$ cat src/rtl/gcm_block_dispatcher.sv
// Central block sequencer for the parallel AES-GCM workers: takes one frame header,
// then streams its 128-bit blocks round-robin to the workers with counter/phase/flag tags.
module gcm_block_dispatcher #(
   parameter int N_WORKERS  = 4,
   parameter int MAX_BLOCKS = 100000,
   parameter int CNT_W      = 17
) (
   input  logic                 clk,
   input  logic                 rst_n,
   input  logic                 i_hdr_valid,
   output logic                 o_hdr_ready,
   input  logic [63:0]          i_hdr_aad_bits,
   input  logic [63:0]          i_hdr_pt_bits,
   input  logic [95:0]          i_hdr_iv,
   input  logic                 i_blk_valid,
   output logic                 o_blk_ready,
   input  logic [127:0]         i_blk_data,
   output logic [N_WORKERS-1:0] o_disp_valid,
   input  logic [N_WORKERS-1:0] i_disp_ready,
   output logic [127:0]         o_disp_data,
   output logic [95:0]          o_disp_iv,
   output logic [CNT_W-1:0]     o_disp_counter,
   output logic [2:0]           o_disp_phase,
   output logic                 o_disp_new_instance,
   output logic                 o_disp_last,
   output logic                 o_busy,
   output logic                 o_hdr_err
);

   localparam int          SEL_W     = (N_WORKERS > 1) ? $clog2(N_WORKERS) : 1;
   localparam logic [64:0] MAX_BLK_C = 65'(MAX_BLOCKS);

   typedef enum logic [1:0] {
      ST_IDLE   = 2'd0,
      ST_CHECK  = 2'd1,
      ST_STREAM = 2'd2,
      ST_DRAIN  = 2'd3
   } state_t;

   state_t               state_r;
   state_t               state_nxt_s;

   // Block counts are kept at 65 bits so a 64-bit length can never wrap into a legal size.
   logic [64:0]          aad_blk_s;
   logic [64:0]          pt_blk_s;
   logic [64:0]          tot_s;
   logic [64:0]          aad_blk_r;
   logic [64:0]          pt_blk_r;
   logic [64:0]          tot_r;
   logic [64:0]          idx_ext_s;
   logic [95:0]          iv_r;
   logic [CNT_W-1:0]     idx_r;

   logic                 hdr_fire_s;
   logic                 hdr_bad_s;
   logic                 blk_fire_s;
   logic                 disp_fire_s;
   logic                 reg_free_s;
   logic                 last_idx_s;
   logic                 blk_ready_s;
   logic [N_WORKERS-1:0] target_s;

   logic                 hdr_ready_r;
   logic                 busy_r;
   logic                 hdr_err_r;
   logic [N_WORKERS-1:0] disp_valid_r;
   logic [127:0]         disp_data_r;
   logic [CNT_W-1:0]     disp_counter_r;
   logic [2:0]           disp_phase_r;
   logic                 disp_new_r;
   logic                 disp_last_r;

   function automatic logic [2:0] phase_f(input logic [64:0] i, input logic [64:0] aad,
                                          input logic [64:0] pt, input logic [64:0] tot);
      logic [2:0] ph;
      if (i < aad) begin
         ph = 3'b010;
      end else if ((i == aad) && (pt == 65'd1)) begin
         ph = 3'b111;
      end else if ((i == (tot - 65'd1)) && (pt > 65'd1)) begin
         ph = 3'b011;
      end else if (i == aad) begin
         ph = 3'b000;
      end else begin
         ph = 3'b001;
      end
      return ph;
   endfunction

   assign aad_blk_s   = ({1'b0, i_hdr_aad_bits} + 65'd127) >> 7;
   assign pt_blk_s    = ({1'b0, i_hdr_pt_bits} + 65'd127) >> 7;
   assign tot_s       = aad_blk_s + pt_blk_s;
   assign hdr_bad_s   = (tot_s == 65'd0) || (tot_s > MAX_BLK_C);
   assign hdr_fire_s  = i_hdr_valid & hdr_ready_r;
   assign idx_ext_s   = {{(65-CNT_W){1'b0}}, idx_r};
   assign last_idx_s  = (idx_ext_s == (tot_r - 65'd1));
   assign disp_fire_s = |(disp_valid_r & i_disp_ready);
   assign reg_free_s  = ~(|disp_valid_r) | disp_fire_s;
   assign blk_fire_s  = i_blk_valid & blk_ready_s;

   // Round-robin target: low bits of the block index select the worker.
   always_comb begin
      target_s = {N_WORKERS{1'b0}};
      target_s[idx_r[SEL_W-1:0]] = 1'b1;
   end

   // State register
   always_ff @(posedge clk or negedge rst_n) begin
      if (!rst_n) begin
         state_r <= ST_IDLE;
      end else begin
         state_r <= state_nxt_s;
      end
   end

   // Next-state logic
   always_comb begin
      state_nxt_s = state_r;
      case (state_r)
         ST_IDLE: begin
            if (hdr_fire_s) state_nxt_s = ST_CHECK;
            else            state_nxt_s = ST_IDLE;
         end
         ST_CHECK: begin
            if (hdr_err_r) state_nxt_s = ST_IDLE;
            else           state_nxt_s = ST_STREAM;
         end
         ST_STREAM: begin
            if (blk_fire_s && last_idx_s) state_nxt_s = ST_DRAIN;
            else                          state_nxt_s = ST_STREAM;
         end
         ST_DRAIN: begin
            if (reg_free_s) state_nxt_s = ST_IDLE;
            else            state_nxt_s = ST_DRAIN;
         end
         default: state_nxt_s = ST_IDLE;
      endcase
   end

   // Output decode: block ready only while streaming with room in the output register
   always_comb begin
      blk_ready_s = 1'b0;
      if (state_r == ST_STREAM) begin
         blk_ready_s = reg_free_s;
      end else begin
         blk_ready_s = 1'b0;
      end
   end

   // Registered status outputs, derived from the upcoming state
   always_ff @(posedge clk or negedge rst_n) begin
      if (!rst_n) begin
         hdr_ready_r <= 1'b0;
         busy_r      <= 1'b0;
         hdr_err_r   <= 1'b0;
      end else begin
         hdr_ready_r <= (state_nxt_s == ST_IDLE);
         busy_r      <= (state_nxt_s != ST_IDLE);
         hdr_err_r   <= hdr_fire_s & hdr_bad_s;
      end
   end

   // Header latch and block index
   always_ff @(posedge clk or negedge rst_n) begin
      if (!rst_n) begin
         aad_blk_r <= 65'd0;
         pt_blk_r  <= 65'd0;
         tot_r     <= 65'd0;
         iv_r      <= 96'd0;
         idx_r     <= {CNT_W{1'b0}};
      end else begin
         if (hdr_fire_s) begin
            aad_blk_r <= aad_blk_s;
            pt_blk_r  <= pt_blk_s;
            tot_r     <= tot_s;
            iv_r      <= i_hdr_iv;
         end
         if (state_r == ST_CHECK) begin
            idx_r <= {CNT_W{1'b0}};
         end else if (blk_fire_s) begin
            idx_r <= idx_r + CNT_W'(1);
         end
      end
   end

   // Output register: reload on input handshake, clear when the target worker takes it
   always_ff @(posedge clk or negedge rst_n) begin
      if (!rst_n) begin
         disp_valid_r   <= {N_WORKERS{1'b0}};
         disp_data_r    <= 128'd0;
         disp_counter_r <= {CNT_W{1'b0}};
         disp_phase_r   <= 3'b000;
         disp_new_r     <= 1'b0;
         disp_last_r    <= 1'b0;
      end else if (blk_fire_s) begin
         disp_valid_r   <= target_s;
         disp_data_r    <= i_blk_data;
         disp_counter_r <= idx_r;
         disp_phase_r   <= phase_f(idx_ext_s, aad_blk_r, pt_blk_r, tot_r);
         disp_new_r     <= (idx_r == {CNT_W{1'b0}});
         disp_last_r    <= last_idx_s;
      end else if (disp_fire_s) begin
         disp_valid_r   <= {N_WORKERS{1'b0}};
      end
   end

   assign o_hdr_ready         = hdr_ready_r;
   assign o_blk_ready         = blk_ready_s;
   assign o_busy              = busy_r;
   assign o_hdr_err           = hdr_err_r;
   assign o_disp_valid        = disp_valid_r;
   assign o_disp_data         = disp_data_r;
   assign o_disp_iv           = iv_r;
   assign o_disp_counter      = disp_counter_r;
   assign o_disp_phase        = disp_phase_r;
   assign o_disp_new_instance = disp_new_r;
   assign o_disp_last         = disp_last_r;

endmodule

$ cat config.mk
export PLATFORM = sky130hd
export DESIGN_NAME = gcm_block_dispatcher
export DESIGN_NICKNAME = d
export VERILOG_FILES = /design/src/rtl/gcm_block_dispatcher.sv
export SDC_FILE = /design/constraint.sdc
export NUM_CORES = 1
export LEC_CHECK = 0
export BUFFER_PORTS_ARGS = -buffer_cell sky130_fd_sc_hd__buf_2
export CORE_ASPECT_RATIO = 1.25
export CORE_MARGIN = 5
export CORE_UTILIZATION = 40
export CTS_CLUSTER_SIZE = 16
export DETAILED_ROUTE_END_ITERATION = 12
export PLACE_DENSITY = 0.76
export SLEW_MARGIN = 20
export SYNTH_ARGS = -nofsm -noshare
export SYNTH_HDL_FRONTEND = slang
export SYNTH_SLANG_ARGS = --single-unit
$ cat constraint.sdc
create_clock -name clk -period 2.72 [get_ports clk]
set_input_delay 0.272 -clock clk [delete_from_list [all_inputs] [get_ports clk]]
set_output_delay 0.272 -clock clk [all_outputs]
set_load 0.1 [all_outputs]
==> impl_metrics.json <==
{
  "drtAntennaViolNets": 0,
  "grt_use_total": 0.304,
  "path_clk_slew_ps": 60,
  "power_density_nw_per_um2": 764,
  "clock-root-buffer": "clkbuf_16",
  "outcome": "complete, but fails checks",
  "cp.required_ps": 3160,
  "ys_top_cells_by_count": "nand2_1 (1032), dfrtp_1 (447), nor2_1 (306)",
  "die-area_um2": 67200,
  "async_reset_ff_frac": 1.00,
  "synthToLayoutAreaGrowth_pct": 66.8,
  "p_leak_nw": 21.6,
  "grt_max_degree": 89,
  "viasPerCell": 5.62,
  "pre_cts_slack_ps": -2670,
  "fin_crit_ps": 5550,
  "drive_gt1_frac": 0.408,
  "yosysMostFrequentCell": "nand2_1",
  "finalPower_mw": 31.7,
  "coreArea_um2": 61800,
  "tns_ps": -77710,
  "cp_max_fo": 6,
  "setup-violations-final": 56,
  "post-route-period-util": 2.04,
  "worst-endpoint-arrival_ps": 5990,
  "cts_sinks": 447,
  "critPathKind": "input port to flip-flop",
  "drt-initial-drc-count": 2739,
  "ys.flop_type": "dfrtp_1",
  "grt-ovfl-total": 0,
  "post_drt_wl_per_cell_um": 22.3,
  "clock_skew_ps": 60.3,
  "htree_num_levels": 2,
  "drv_cap": 0,
  "clockBufferDepth": 3,
  "vias": 30600,
  "synth_seq_cells": 447,
  "yosys.area.top_type_share": 0.450,
  "maxSlewViolCount": 0,
  "grt_pass1_wl_um": 162000,
  "hold_viol_final": 0,
  "start_kind": "input port",
  "finalWirelength_um": 121000,
  "io_buffers": 613,
  "ys_top_cells_by_area": "dfrtp_1 (45%), nand2_1 (16%), nor2_1 (4.6%), xnor2_1 (4.3%), ha_1 (4.0%)",
  "synth_edf_count": 0,
  "synth_top_area_cell": "dfrtp_1",
  "syn-num-nets": 3471,
  "slew_headroom": 0.393,
  "final_nets": 5005,
  "synthDistinctLibCells": 88,
  "yosysWarnings": 0,
  "fmax_mhz": 180,
  "start_util": 0.402,
  "fillers": 4144,
  "yosysSeqAreaShare": 0.450,
  "die_x_um": 233,
  "die_height_um": 289,
  "syn_area_per_cell_um2": 8.20,
  "hold_class": "input port to flip-flop",
  "ios": 614,
  "ir_worst_vdd_v": 0.000598,
  "dp_hpwl_um": 73400,
  "cts_tree": "yes",
  "gp_congestion": 0.929,
  "worst_pin_slew_ps": 903,
  "drt_first_pass_iters": 6,
  "finalWorstSetupSlack_ps": -2830,
  "clock_latency_ps": 630,
  "cts_buffers": 45,
  "antenna_found_initial": 16,
  "drc": 0,
  "synthCells": 3030,
  "violations": "negative setup slack",
  "syn_area_um2": 24800,
  "rsz0062_at_grt": "true",
  "rows": 102,
  "endpoint_kind": "flip-flop",
  "grt_pass1_vias": 29600
}
sequential cells by signal (all words and copies together), names as in the netlist:
name                 cells
aad_blk_r               58
o_disp_phase             3
o_disp_data            128
pt_blk_r                58
o_disp_counter          17
o_busy                   1
tot_r                   59
idx_r                   17
o_disp_valid             4
o_disp_new_instance      1
state_r                  2
o_hdr_ready              1
o_disp_last              1
o_hdr_err                1
o_disp_iv               96
area by class of cell:
cell class,count,area [µm²],area share
Multi-Input combinational cell,2384,15600,0.378
Timing Repair Buffer,1625,11700,0.283
Sequential cell,447,11200,0.270
Clock buffer,61,1290,0.0311
Tap cell,832,1040,0.0251
Clock inverter,21,290,0.00701
Inverter,61,229,0.00553
Antenna cell,13,32.5,0.000785
stage by stage:
step / std cells / hold WS [ps] / utilization / area [µm²]
floorplan: 3030 / -23.6 / - / 25500
global placement: 5013 / 364 / 0.554 / 34200
detailed placement: 5013 / 365 / 0.554 / 34200
CTS: 5379 / 8.92 / 0.642 / 39700
global route: 5442 / 53.7 / 0.671 / 41400
finish: 5444 / 30.1 / 0.671 / 41400
power breakdown:
part	switching (mW)	internal, mW	total, mW	leakage (nW)
Clock	2.88	3.91	6.80	0.774
Sequential	0.745	7.71	8.46	5.90
Combinational	12.5	3.92	16.4	14.9
Total	16.1	15.5	31.7	21.6
cell families (layout without fill, tap and decap cells):
family,Yosys count,count (layout),share of synthesized area
adder cells (fa/ha/maj),81,81,0.0411
XOR/XNOR,202,202,0.0718
buffers and inverters,199,1768,0.0310
flip-flops,447,447,0.450
AND/OR/NAND/NOR,1707,1707,0.298
other,0,13,0
AO/OA/AOI/OAI,374,374,0.0989
multiplexers,20,20,0.00892
routing by layer:
metal / wire, µm / track usage / up-vias
met5: 51 / 0 / -
met2: 56900 / 0.517 / 2163
met4: 12700 / 0.240 / 6
met3: 11200 / 0.0629 / 810
li1: - / - / 13200
met1: 40600 / 0.329 / 14400
path summary, 6_finish.rpt:
kind | startpoint | cells after the start | slack, ps | endpoint
max | i_hdr_aad_bits[4] | 26 | -2830 | o_hdr_err
max reg2reg | tot_r[25] | 14 | -520 | o_disp_phase[0]
min | i_hdr_pt_bits[62] | 3 | 30 | pt_blk_r[57]
max in group asynchronous | rst_n | 3 | 1430 | o_busy
min reg2reg | o_disp_data[91] | 2 | 470 | o_disp_data[91]
min in group asynchronous | rst_n | 2 | 340 | pt_blk_r[51]
worst max-delay path, cell delays in order:
cell	delay (ps)
buf_2	120
nor4_4	60
a2111oi_4	320
nand4_1	270
nor4_4	220
buf_4	210
and2_4	160
and3_4	200
and2_4	230
buf_6	130
xor2_4	70
ha_4	310
nand4_1	250
nor4_4	610
a211oi_2	320
buf_4	220
o2111a_2	310
buf_6	150
o31ai_4	230
buf_6	160
xnor2_2	130
nand4_1	170
a2111oi_2	330
nand4_1	190
nor4_2	280
nor2_1	60
layout by cell type, fill, tap and decap left out, types with 25 or more instances in the layout:
master / instances
nand2_1: 1006
buf_4: 722
buf_2: 599
dfrtp_1: 443
nor2_1: 282
dlygate4sd3_1: 225
xnor2_1: 69
nand4_1: 61
buf_6: 61
o21ai_0: 59
inv_1: 56
xor2_1: 54
a21oi_1: 54
ha_1: 53
nand3_1: 52
xnor2_2: 48
clkbuf_16: 46
nor4_1: 34
nor3_1: 31
and3_1: 25
repair_timing:
item	in CTS	in global routing
setup buffers	80	70
pin swaps	124	170
resized for setup	222	238
hold buffers	226	0
endpoints found under the setup margin	55	66
hold endpoints to repair	297	0
No activity file was read; power rests on OpenSTA's default activity.
